$ cat src/rtl/mc_ctrl_pkg.sv
`default_nettype none
// ============================================================================
// Module   : mc_ctrl_pkg
// Purpose  : Shared encodings for the multi-cycle MIPS control unit. This
//            covers FSM states, opcode/funct values, datapath mux codes and
//            the decoded instruction-class record.
//            Build macro MC_CTRL_MDU_EN enables the multiply/divide group
//            (mult, multu, div, divu, mfhi, mflo, mthi, mtlo).
// Revision : 1.0 - initial release
// ============================================================================
package mc_ctrl_pkg;

    // The multiply/divide group is optional. When it is left out, those
    // encodings fall through to illegal and S_MDU is never entered.
`ifdef MC_CTRL_MDU_EN
    localparam logic c_MDU_EN = 1'b1;
`else
    localparam logic c_MDU_EN = 1'b0;
`endif

    // FSM state encodings
    localparam logic [2:0] c_S_FETCH  = 3'd0;
    localparam logic [2:0] c_S_DECODE = 3'd1;
    localparam logic [2:0] c_S_EXEC   = 3'd2;
    localparam logic [2:0] c_S_MEM    = 3'd3;
    localparam logic [2:0] c_S_WB     = 3'd4;
    localparam logic [2:0] c_S_MDU    = 3'd5;

    // Primary opcodes
    localparam logic [5:0] c_OP_RTYPE = 6'h00;
    localparam logic [5:0] c_OP_J     = 6'h02;
    localparam logic [5:0] c_OP_JAL   = 6'h03;
    localparam logic [5:0] c_OP_BEQ   = 6'h04;
    localparam logic [5:0] c_OP_ORI   = 6'h0D;
    localparam logic [5:0] c_OP_LUI   = 6'h0F;
    localparam logic [5:0] c_OP_LW    = 6'h23;
    localparam logic [5:0] c_OP_SW    = 6'h2B;

    // R-type function codes
    localparam logic [5:0] c_FN_JR    = 6'h08;
    localparam logic [5:0] c_FN_MFHI  = 6'h10;
    localparam logic [5:0] c_FN_MTHI  = 6'h11;
    localparam logic [5:0] c_FN_MFLO  = 6'h12;
    localparam logic [5:0] c_FN_MTLO  = 6'h13;
    localparam logic [5:0] c_FN_MULT  = 6'h18;
    localparam logic [5:0] c_FN_MULTU = 6'h19;
    localparam logic [5:0] c_FN_DIV   = 6'h1A;
    localparam logic [5:0] c_FN_DIVU  = 6'h1B;
    localparam logic [5:0] c_FN_ADDU  = 6'h21;
    localparam logic [5:0] c_FN_SUBU  = 6'h23;

    // Next-PC select
    localparam logic [1:0] c_NPC_PC4  = 2'd0;
    localparam logic [1:0] c_NPC_BR   = 2'd1;
    localparam logic [1:0] c_NPC_JIMM = 2'd2;
    localparam logic [1:0] c_NPC_JREG = 2'd3;

    // Destination register select
    localparam logic [1:0] c_RDST_RT  = 2'd0;
    localparam logic [1:0] c_RDST_RD  = 2'd1;
    localparam logic [1:0] c_RDST_RA  = 2'd2;

    // Write-back source select
    localparam logic [1:0] c_M2R_MEM  = 2'd0;
    localparam logic [1:0] c_M2R_ALU  = 2'd1;
    localparam logic [1:0] c_M2R_LUI  = 2'd2;
    localparam logic [1:0] c_M2R_PC   = 2'd3;

    // ALU operation
    localparam logic [1:0] c_ALU_ADD  = 2'd0;
    localparam logic [1:0] c_ALU_SUB  = 2'd1;
    localparam logic [1:0] c_ALU_OR   = 2'd2;

    // Immediate extension
    localparam logic [1:0] c_EXT_ZERO = 2'd0;
    localparam logic [1:0] c_EXT_SIGN = 2'd1;
    localparam logic [1:0] c_EXT_UP   = 2'd2;

    // One-hot instruction class
    typedef struct packed {
        logic rcalc;
        logic ori;
        logic lui;
        logic lw;
        logic sw;
        logic beq;
        logic j;
        logic jal;
        logic jr;
        logic mdu_long;
        logic mdu_move;
        logic illegal;
    } instr_class_t;

    // Class plus the few qualifiers the FSM needs within a class
    typedef struct packed {
        instr_class_t cls;
        logic         sub;   // rcalc: subtract rather than add
        logic         div;   // mdu_long: divide latency rather than multiply
        logic         mf;    // mdu_move: mfhi/mflo writes the regfile
    } decode_t;

endpackage
`default_nettype wire

$ cat src/rtl/mc_ctrl_if.sv
`default_nettype none
// ============================================================================
// Module   : mc_ctrl_if
// Purpose  : Control bus between the multi-cycle controller (master) and
//            the IR/regfile/ALU/memory datapath (slave).
// Revision : 1.0 - initial release
// ============================================================================
interface mc_ctrl_if #(
    parameter int CNT_W = 32
);
    // Datapath status toward the controller
    logic [31:0]      instr;
    logic             mem_ready;
    logic             zero;

    // Controls toward the datapath
    logic             pc_write;
    logic [1:0]       npc_sel;
    logic             ir_write;
    logic             mem_read;
    logic             mem_write;
    logic             iord;
    logic             reg_write;
    logic [1:0]       regdst;
    logic [1:0]       memtoreg;
    logic             alusrc;
    logic [1:0]       aluctrl;
    logic [1:0]       extop;
    logic             mdu_start;
    logic             instr_done;
    logic             illegal;
    logic [2:0]       state;
    logic [CNT_W-1:0] instr_count;

    modport master (
        input  instr, mem_ready, zero,
        output pc_write, npc_sel, ir_write, mem_read, mem_write, iord,
               reg_write, regdst, memtoreg, alusrc, aluctrl, extop,
               mdu_start, instr_done, illegal, state, instr_count
    );

    modport slave (
        output instr, mem_ready, zero,
        input  pc_write, npc_sel, ir_write, mem_read, mem_write, iord,
               reg_write, regdst, memtoreg, alusrc, aluctrl, extop,
               mdu_start, instr_done, illegal, state, instr_count
    );

endinterface
`default_nettype wire

$ cat src/rtl/mc_ctrl_decode.sv
`default_nettype none
// ============================================================================
// Module   : mc_ctrl_decode
// Purpose  : Combinational opcode/funct classifier producing a one-hot
//            instruction class for the controller FSM.
//            The multiply/divide group is recognised only when built with
//            MC_CTRL_MDU_EN; otherwise it decodes as illegal.
// Revision : 1.0 - initial release
// ============================================================================
module mc_ctrl_decode
    import mc_ctrl_pkg::*;
(
    input  wire [5:0] i_op,
    input  wire [5:0] i_funct,
    output decode_t   o_dec
);

    logic w_mdu_long;
    logic w_mdu_mf;
    logic w_mdu_mt;

    assign w_mdu_long = c_MDU_EN && (i_funct inside {c_FN_MULT, c_FN_MULTU, c_FN_DIV, c_FN_DIVU});
    assign w_mdu_mf   = c_MDU_EN && (i_funct inside {c_FN_MFHI, c_FN_MFLO});
    assign w_mdu_mt   = c_MDU_EN && (i_funct inside {c_FN_MTHI, c_FN_MTLO});

    // Map opcode/funct onto exactly one class bit
    always_comb begin
        o_dec = '0;
        case (i_op)
            c_OP_RTYPE: begin
                if (i_funct == c_FN_ADDU) begin
                    o_dec.cls.rcalc = 1'b1;
                end else if (i_funct == c_FN_SUBU) begin
                    o_dec.cls.rcalc = 1'b1;
                    o_dec.sub       = 1'b1;
                end else if (i_funct == c_FN_JR) begin
                    o_dec.cls.jr = 1'b1;
                end else if (w_mdu_long) begin
                    o_dec.cls.mdu_long = 1'b1;
                    o_dec.div          = (i_funct inside {c_FN_DIV, c_FN_DIVU});
                end else if (w_mdu_mf || w_mdu_mt) begin
                    o_dec.cls.mdu_move = 1'b1;
                    o_dec.mf           = w_mdu_mf;
                end else begin
                    o_dec.cls.illegal = 1'b1;
                end
            end
            c_OP_J:   o_dec.cls.j   = 1'b1;
            c_OP_JAL: o_dec.cls.jal = 1'b1;
            c_OP_BEQ: o_dec.cls.beq = 1'b1;
            c_OP_ORI: o_dec.cls.ori = 1'b1;
            c_OP_LUI: o_dec.cls.lui = 1'b1;
            c_OP_LW:  o_dec.cls.lw  = 1'b1;
            c_OP_SW:  o_dec.cls.sw  = 1'b1;
            default:  o_dec.cls.illegal = 1'b1;
        endcase
    end

endmodule
`default_nettype wire

$ cat src/rtl/mc_ctrl.sv
`default_nettype none
// ============================================================================
// Module   : mc_ctrl
// Purpose  : Multi-cycle MIPS control unit. FSM sequences FETCH, DECODE,
//            EXEC, MEM, WB (and MDU) per instruction, with a mem_ready
//            handshake and a retired-instruction counter. Controls are pure
//            decodes of state, instr, zero and mem_ready. Only the state and
//            counters are flops.
//            Build macro MC_CTRL_MDU_EN enables the S_MDU wait state and
//            the mdu_start pulse.
// Revision : 1.0 - initial release
// ============================================================================
module mc_ctrl
    import mc_ctrl_pkg::*;
#(
    parameter int MUL_LAT = 5,
    parameter int DIV_LAT = 10,
    parameter int CNT_W   = 32
)(
    input  wire       clk,
    input  wire       reset,
    mc_ctrl_if.master bus
);

    // The counter must hold the largest LAT-1 value
    localparam int c_MAX_LAT = (MUL_LAT > DIV_LAT) ? MUL_LAT : DIV_LAT;
    localparam int c_MDU_W   = (c_MAX_LAT > 1) ? $clog2(c_MAX_LAT) : 1;
    localparam logic [c_MDU_W-1:0] c_MUL_LOAD = c_MDU_W'(MUL_LAT - 1);
    localparam logic [c_MDU_W-1:0] c_DIV_LOAD = c_MDU_W'(DIV_LAT - 1);

    logic [2:0]         r_state;
    logic [c_MDU_W-1:0] r_mdu_cnt;
    logic [CNT_W-1:0]   r_instr_count;

    logic [2:0]         w_state_nxt;
    logic               w_cnt_load;
    logic [c_MDU_W-1:0] w_cnt_val;
    decode_t            w_dec;

    logic       w_pc_write, w_ir_write, w_mem_read, w_mem_write, w_iord;
    logic       w_reg_write, w_alusrc, w_mdu_start, w_done, w_illegal;
    logic [1:0] w_npc_sel, w_regdst, w_memtoreg, w_aluctrl, w_extop;

    // Only opcode and funct drive classification
    wire w_unused_instr = ^bus.instr[25:6];

    mc_ctrl_decode u_decode (
        .i_op    (bus.instr[31:26]),
        .i_funct (bus.instr[5:0]),
        .o_dec   (w_dec)
    );

    // Per-state control decode and next-state selection
    always_comb begin
        w_state_nxt = r_state;
        w_cnt_load  = 1'b0;
        w_cnt_val   = c_MUL_LOAD;
        w_pc_write  = 1'b0;
        w_npc_sel   = c_NPC_PC4;
        w_ir_write  = 1'b0;
        w_mem_read  = 1'b0;
        w_mem_write = 1'b0;
        w_iord      = 1'b0;
        w_reg_write = 1'b0;
        w_regdst    = c_RDST_RT;
        w_memtoreg  = c_M2R_MEM;
        w_alusrc    = 1'b0;
        w_aluctrl   = c_ALU_ADD;
        w_extop     = c_EXT_ZERO;
        w_mdu_start = 1'b0;
        w_illegal   = 1'b0;

        case (r_state)
            c_S_FETCH: begin
                w_mem_read = 1'b1;
                if (bus.mem_ready) begin
                    w_ir_write  = 1'b1;
                    w_pc_write  = 1'b1;
                    w_state_nxt = c_S_DECODE;
                end
            end
            c_S_DECODE: begin
                if (w_dec.cls.j) begin
                    w_pc_write  = 1'b1;
                    w_npc_sel   = c_NPC_JIMM;
                    w_state_nxt = c_S_FETCH;
                end else if (w_dec.cls.jal) begin
                    w_pc_write  = 1'b1;
                    w_npc_sel   = c_NPC_JIMM;
                    w_reg_write = 1'b1;
                    w_regdst    = c_RDST_RA;
                    w_memtoreg  = c_M2R_PC;
                    w_state_nxt = c_S_FETCH;
                end else if (w_dec.cls.jr) begin
                    w_pc_write  = 1'b1;
                    w_npc_sel   = c_NPC_JREG;
                    w_state_nxt = c_S_FETCH;
                end else if (w_dec.cls.illegal) begin
                    w_illegal   = 1'b1;
                    w_state_nxt = c_S_FETCH;
                end else begin
                    w_state_nxt = c_S_EXEC;
                end
            end
            c_S_EXEC: begin
                if (w_dec.cls.rcalc) begin
                    w_aluctrl   = w_dec.sub ? c_ALU_SUB : c_ALU_ADD;
                    w_state_nxt = c_S_WB;
                end else if (w_dec.cls.ori) begin
                    w_alusrc    = 1'b1;
                    w_aluctrl   = c_ALU_OR;
                    w_extop     = c_EXT_ZERO;
                    w_state_nxt = c_S_WB;
                end else if (w_dec.cls.lui) begin
                    w_alusrc    = 1'b1;
                    w_extop     = c_EXT_UP;
                    w_state_nxt = c_S_WB;
                end else if (w_dec.cls.lw || w_dec.cls.sw) begin
                    w_alusrc    = 1'b1;
                    w_extop     = c_EXT_SIGN;
                    w_state_nxt = c_S_MEM;
                end else if (w_dec.cls.beq) begin
                    w_aluctrl   = c_ALU_SUB;
                    w_pc_write  = bus.zero;
                    w_npc_sel   = c_NPC_BR;
                    w_state_nxt = c_S_FETCH;
                end else if (w_dec.cls.mdu_long) begin
                    w_mdu_start = 1'b1;
                    w_cnt_load  = 1'b1;
                    w_cnt_val   = w_dec.div ? c_DIV_LOAD : c_MUL_LOAD;
                    w_state_nxt = c_S_MDU;
                end else if (w_dec.cls.mdu_move && w_dec.mf) begin
                    w_state_nxt = c_S_WB;
                end else begin
                    // mthi/mtlo: the MDU latches rs directly this cycle
                    w_state_nxt = c_S_FETCH;
                end
            end
            c_S_MEM: begin
                w_iord = 1'b1;
                if (w_dec.cls.lw) begin
                    w_mem_read = 1'b1;
                    if (bus.mem_ready) begin
                        w_state_nxt = c_S_WB;
                    end
                end else begin
                    w_mem_write = 1'b1;
                    if (bus.mem_ready) begin
                        w_state_nxt = c_S_FETCH;
                    end
                end
            end
            c_S_WB: begin
                w_reg_write = 1'b1;
                w_regdst    = (w_dec.cls.rcalc || w_dec.cls.mdu_move) ? c_RDST_RD : c_RDST_RT;
                if (w_dec.cls.lw) begin
                    w_memtoreg = c_M2R_MEM;
                end else if (w_dec.cls.lui) begin
                    w_memtoreg = c_M2R_LUI;
                end else begin
                    w_memtoreg = c_M2R_ALU;
                end
                w_state_nxt = c_S_FETCH;
            end
            c_S_MDU: begin
                if (r_mdu_cnt == '0) begin
                    w_state_nxt = c_S_FETCH;
                end
            end
            default: begin
                w_state_nxt = c_S_FETCH;
            end
        endcase

        // Every path back to FETCH retires exactly one instruction
        w_done = (r_state != c_S_FETCH) && (w_state_nxt == c_S_FETCH);

        // Reset suppresses every enable and pulse in the cycle it is seen
        if (reset) begin
            w_pc_write  = 1'b0;
            w_npc_sel   = c_NPC_PC4;
            w_ir_write  = 1'b0;
            w_mem_read  = 1'b0;
            w_mem_write = 1'b0;
            w_iord      = 1'b0;
            w_reg_write = 1'b0;
            w_regdst    = c_RDST_RT;
            w_memtoreg  = c_M2R_MEM;
            w_alusrc    = 1'b0;
            w_aluctrl   = c_ALU_ADD;
            w_extop     = c_EXT_ZERO;
            w_mdu_start = 1'b0;
            w_illegal   = 1'b0;
            w_done      = 1'b0;
        end
    end

    // State, MDU wait counter and retired-instruction counter
    always_ff @(posedge clk) begin
        if (reset) begin
            r_state       <= c_S_FETCH;
            r_mdu_cnt     <= '0;
            r_instr_count <= '0;
        end else begin
            r_state <= w_state_nxt;
            if (w_cnt_load) begin
                r_mdu_cnt <= w_cnt_val;
            end else if ((r_state == c_S_MDU) && (r_mdu_cnt != '0)) begin
                r_mdu_cnt <= r_mdu_cnt - c_MDU_W'(1);
            end
            if (w_done) begin
                r_instr_count <= r_instr_count + CNT_W'(1);
            end
        end
    end

    assign bus.pc_write    = w_pc_write;
    assign bus.npc_sel     = w_npc_sel;
    assign bus.ir_write    = w_ir_write;
    assign bus.mem_read    = w_mem_read;
    assign bus.mem_write   = w_mem_write;
    assign bus.iord        = w_iord;
    assign bus.reg_write   = w_reg_write;
    assign bus.regdst      = w_regdst;
    assign bus.memtoreg    = w_memtoreg;
    assign bus.alusrc      = w_alusrc;
    assign bus.aluctrl     = w_aluctrl;
    assign bus.extop       = w_extop;
    assign bus.mdu_start   = c_MDU_EN & w_mdu_start;
    assign bus.instr_done  = w_done;
    assign bus.illegal     = w_illegal;
    assign bus.state       = r_state;
    assign bus.instr_count = r_instr_count;

endmodule
`default_nettype wire

$ cat src/flat_wrapper.sv
// flat-port wrapper written by rule: the top's interface ports become plain ports
module mc_ctrl_flat import mc_ctrl_pkg::*;
#(
    parameter int MUL_LAT = 5,
    parameter int DIV_LAT = 10,
    parameter int CNT_W   = 32
)
  (clk, reset, bus_instr, bus_mem_ready, bus_zero, bus_pc_write, bus_npc_sel, bus_ir_write, bus_mem_read, bus_mem_write, bus_iord, bus_reg_write, bus_regdst, bus_memtoreg, bus_alusrc, bus_aluctrl, bus_extop, bus_mdu_start, bus_instr_done, bus_illegal, bus_state, bus_instr_count);
  mc_ctrl_if #(.CNT_W(CNT_W)) bus_i ();
  input  wire clk;
  input  wire reset;
  input wire logic [$bits(bus_i.instr)-1:0] bus_instr;
  input wire logic [$bits(bus_i.mem_ready)-1:0] bus_mem_ready;
  input wire logic [$bits(bus_i.zero)-1:0] bus_zero;
  output wire logic [$bits(bus_i.pc_write)-1:0] bus_pc_write;
  output wire logic [$bits(bus_i.npc_sel)-1:0] bus_npc_sel;
  output wire logic [$bits(bus_i.ir_write)-1:0] bus_ir_write;
  output wire logic [$bits(bus_i.mem_read)-1:0] bus_mem_read;
  output wire logic [$bits(bus_i.mem_write)-1:0] bus_mem_write;
  output wire logic [$bits(bus_i.iord)-1:0] bus_iord;
  output wire logic [$bits(bus_i.reg_write)-1:0] bus_reg_write;
  output wire logic [$bits(bus_i.regdst)-1:0] bus_regdst;
  output wire logic [$bits(bus_i.memtoreg)-1:0] bus_memtoreg;
  output wire logic [$bits(bus_i.alusrc)-1:0] bus_alusrc;
  output wire logic [$bits(bus_i.aluctrl)-1:0] bus_aluctrl;
  output wire logic [$bits(bus_i.extop)-1:0] bus_extop;
  output wire logic [$bits(bus_i.mdu_start)-1:0] bus_mdu_start;
  output wire logic [$bits(bus_i.instr_done)-1:0] bus_instr_done;
  output wire logic [$bits(bus_i.illegal)-1:0] bus_illegal;
  output wire logic [$bits(bus_i.state)-1:0] bus_state;
  output wire logic [$bits(bus_i.instr_count)-1:0] bus_instr_count;
  assign bus_i.instr = bus_instr;
  assign bus_i.mem_ready = bus_mem_ready;
  assign bus_i.zero = bus_zero;
  assign bus_pc_write = bus_i.pc_write;
  assign bus_npc_sel = bus_i.npc_sel;
  assign bus_ir_write = bus_i.ir_write;
  assign bus_mem_read = bus_i.mem_read;
  assign bus_mem_write = bus_i.mem_write;
  assign bus_iord = bus_i.iord;
  assign bus_reg_write = bus_i.reg_write;
  assign bus_regdst = bus_i.regdst;
  assign bus_memtoreg = bus_i.memtoreg;
  assign bus_alusrc = bus_i.alusrc;
  assign bus_aluctrl = bus_i.aluctrl;
  assign bus_extop = bus_i.extop;
  assign bus_mdu_start = bus_i.mdu_start;
  assign bus_instr_done = bus_i.instr_done;
  assign bus_illegal = bus_i.illegal;
  assign bus_state = bus_i.state;
  assign bus_instr_count = bus_i.instr_count;
  mc_ctrl #(.MUL_LAT(MUL_LAT), .DIV_LAT(DIV_LAT), .CNT_W(CNT_W)) u_core (.clk(clk), .reset(reset), .bus(bus_i));
endmodule
$ cat config.mk
export PLATFORM = sky130hd
export DESIGN_NAME = mc_ctrl_flat
export DESIGN_NICKNAME = d
export VERILOG_FILES = /design/src/rtl/mc_ctrl_pkg.sv /design/src/rtl/mc_ctrl_if.sv /design/src/rtl/mc_ctrl_decode.sv /design/src/rtl/mc_ctrl.sv /design/src/flat_wrapper.sv
export SDC_FILE = /design/constraint.sdc
export NUM_CORES = 1
export LEC_CHECK = 0
export ABC_AREA = 1
export ABC_CLOCK_PERIOD_IN_PS = 2200
export BUFFER_PORTS_ARGS = -buffer_cell sky130_fd_sc_hd__buf_2
export CAP_MARGIN = 25
export CORE_MARGIN = 5
export CORE_UTILIZATION = 53
export CTS_BUF_LIST = sky130_fd_sc_hd__clkbuf_2
export CTS_CLUSTER_DIAMETER = 120
export DETAILED_ROUTE_END_ITERATION = 7
export GPL_TIMING_DRIVEN = 0
export PLACE_DENSITY = 0.93
export SLEW_MARGIN = 20
export SYNTH_ARGS = -nofsm -noshare
export SYNTH_HDL_FRONTEND = slang
export SYNTH_SLANG_ARGS = --single-unit
$ cat constraint.sdc
create_clock -name clk -period 2.2 [get_ports clk]
set_clock_uncertainty 0.2 [all_clocks]
set_input_delay 0.22 -clock clk [delete_from_list [all_inputs] [get_ports clk]]
set_output_delay 0.22 -clock clk [all_outputs]
set_load 0.005 [all_outputs]
==> results.py <==
metrics = {
    "drt": {
        "wl_per_cell_um": 13.5,
        "firstDrtPassIters": 5,
        "drtIter0Drc": 297,
        "via_per_inst": 5.38,
        "wl_mm": 8.59,
        "num_vias": 3434,
        "antenna_left": 0,
        "drcViolationCount": 0,
    },
    "clock_network": {
        "cts_tree": "done",
        "h-tree-depth": 2,
        "cts_buffer_depth": 2,
        "path_clk_slew_ns": 0.18,
        "cts-root-buf": "clkbuf_2",
        "cts_inserted_buffers": 5,
        "clock-sinks": 39,
        "clk_latency_ns": 0.43,
        "cts_hold_buffers": 0,
    },
    "place": {
        "io_buffers": 68,
        "placed_area_sq_um": 3310,
        "place_congestion": 1.04,
        "dp_hpwl_mm": 6.44,
    },
    "setup_path": {
        "cp-start-kind": "register",
        "worstPathMaxFanout": 3,
        "critPathKind": "reg -> out",
        "cp_slowest_cell": "dfxtp_2",
        "cp_cell_sequence": "inv_2, ha_4, nor3b_4, nor2_2, nor2_2, nand3_2, nor2_4, nand2_4, inv_4, buf_6",
        "r2r_slack_ns": -0.04,
        "cp-end-kind": "primary output",
        "required_ns": 1.78,
        "cp_common_cell": "nor2_2",
        "cp_data_arrival_time_ns": 1.84,
        "cpPeakStageDelay_ns": 0.37,
    },
    "floorplan": {
        "num_io_pins": 91,
        "core_area_sq_um": 5200,
        "core.rowCount": 26,
        "die_w_um": 83.7,
        "start_util_pct": 55.3,
        "die_area_sq_um": 7010,
        "die_y_um": 83.7,
    },
    "finish": {
        "diodes": 0,
        "syn_to_final_growth_pct": 23.4,
        "drive_gt1_share_pct": 25.0,
        "final_common_cell": "nand2_1",
        "postLayoutCellArea_sq_um": 3550,
        "final_cell_mix": "151 x nand2_1, 67 x buf_2, 63 x nor2_1",
        "nNetsFinal": 605,
        "post-route-util_pct": 68.2,
    },
    "logic_synthesis": {
        "synth_top_family_by_area": "simple AND/OR/NAND/NOR gates",
        "synth_compound_area_share_pct": 8.47,
        "netlist_instances": 477,
        "synthesis.nets": 515,
        "synthXorXnorAreaFrac_pct": 4.87,
        "yosys_most_used_dff": "dfxtp_1",
        "synth_edf_count": 0,
        "synth_mux_area_share_pct": 0,
        "synth_area_per_cell_sq_um": 6.04,
        "ys_seq_area_share_pct": 27.1,
        "yosys_warnings": 0,
        "netlist_area_sq_um": 2880,
        "ys_seq_elements": 39,
        "synthAdderAreaFrac_pct": 0.869,
        "synth_cell_types": 30,
        "async_reset_ff_share_pct": 0,
        "synthSimpleGateAreaFrac_pct": 48.2,
    },
    "run_status": {
        "status": "finished, violations left",
        "violations": "setup timing",
    },
    "global_route": {
        "grt_util_met3_pct": 4.24,
        "busiest_layer": "met2",
        "grt_use_met1_pct": 31.2,
        "grt_pass1_vias": 3151,
        "gr-total-overflow": 0,
        "grt_first_pass_wirelength_mm": 14.4,
        "antenna_found_initial": 0,
        "grt.met2_usage_pct": 41.2,
        "grtUsageTotal_pct": 24.5,
        "grt_max_degree": 13,
    },
    "power_and_ir_drop": {
        "p_clk_share_pct": 28.6,
        "p_int_uw": 840,
        "vdd_ir_drop_max_uv": 191,
        "power_switching_uw": 346,
        "swShare_pct": 29.2,
        "pwr-share-comb_pct": 11.3,
        "seq_power_share_pct": 60.2,
        "pwr_density_cell_nw_per_um2": 334,
        "p_leak_uw": 0.00159,
    },
    "timing": {
        "whs_ns": 0.0677,
        "fmax_mhz": 442,
        "slew_viol_final": 0,
        "setup_viol": 2,
        "slew_headroom_pct": 66.3,
        "tightest_slew_ns": 0.506,
        "finalCriticalPeriod_ns": 2.26,
        "fin_ws_ns": -0.0635,
        "hold_viol_final": 0,
        "finalCritPeriodShare_pct": 103,
        "rsz0062_at_grt": "yes",
    },
    "job": {
        "maxCapViolations": 0,
    },
    "hold_path": {
        "hold_path.class": "in -> reg",
    },
}
[metrics by stage]
| stage | power (uW) | instances | setup slack [ns] | TNS [ns] |
|---|---|---|---|---|
| finish | 1190 | 638 | -0.0635 | -0.0996 |
| global route | 1230 | 638 | -0.175 | -0.320 |
| CTS | 1170 | 635 | -0.0363 | -0.0739 |
| detailed placement | 849 | 615 | -0.216 | -0.667 |
| global placement | 846 | 615 | -0.154 | -0.471 |
| floorplan | 803 | 477 | 0.270 | 0 |
[worst paths after layout]
check | from | end | cells past startpoint
max reg2reg | u_core.r_mdu_cnt[0] | u_core.r_mdu_cnt[0] | 14
max | u_core.r_mdu_cnt[1] | bus_instr_done | 10
min | bus_mem_ready | u_core.bus.state[2] | 5
min reg2reg | u_core.r_mdu_cnt[0] | u_core.r_mdu_cnt[0] | 2
[cell type report]
cell class	instances	area, sq um
timing repair buffer	83	459
fill	468	1650
sequential	39	795
clock inverter	2	12.5
buffer	15	128
tap	70	87.6
inverter	45	171
clock buffer	6	30.0
multi-input combinational	378	1870
[per-layer routing]
layer,wire length (um),vias to the layer above
met2,4070,139
li1,-,1708
met3,571,30
met1,3700,1557
met5,0,-
met4,245,0
[cells in the mapped netlist (2+ instances only)]
cell | instances | area, sq um
buf_6 | 9 | 101
ha_1 | 2 | 25.0
nand2_2 | 2 | 12.5
nor2_2 | 4 | 25.0
clkbuf_1 | 5 | 18.8
nand3_2 | 3 | 30.0
nand4_1 | 5 | 31.3
nand3b_1 | 14 | 105
inv_1 | 42 | 158
nand3_1 | 44 | 220
dfxtp_1 | 39 | 781
xnor2_1 | 4 | 35.0
xor2_1 | 12 | 105
nor3_1 | 10 | 50.1
nor2_4 | 4 | 45.0
a21oi_1 | 43 | 215
inv_2 | 3 | 11.3
nand2_1 | 151 | 567
nor4_1 | 2 | 12.5
nor2_1 | 69 | 259
[power by group through the flow]
stage                     logic (uW)  registers (uW)  clock network, uW
after floorplan                 75.9             728                  0
after CTS                        126             713                336
after global placement           118             728                  0
after detailed placement         121             728                  0
after global routing             147             714                370
final                            133             713                339
[timing repair]
item / 4_1_cts / 5_1_grt
endpoints found under the setup margin: 11 / 16
buffers inserted: 12 / 3
hold endpoints to repair: 0 / 0
gates resized for setup: 20 / 12
gates cloned: 0 / 0
pin swaps: 5 / 3
[sequential cells by signal (all words and copies together) (netlist names)]
register	flops
u_core.bus.instr_count	32
u_core.r_mdu_cnt	4
u_core.bus.state	3
[critical path, delay by kind of cell, from the launching register on]
kind / cells / cell delay (ns)
fa+ha+maj: 1 / 0.13
buf+inv: 3 / 0.22
flops: 1 / 0.37
simple gates: 6 / 0.73
[kinds of logic (layout without fill, tap and decap cells)]
| family | Yosys count | count (layout) |
|---|---|---|
| and+or+nand+nor | 312 | 312 |
| buffers and inverters | 60 | 151 |
| AOI/OAI and AO/OA | 47 | 47 |
| DFF | 39 | 39 |
| xor gates and xnor gates | 16 | 16 |
| adders and majority gates | 2 | 2 |
| other | 1 | 1 |
No activity file was read; power rests on OpenSTA's default activity.
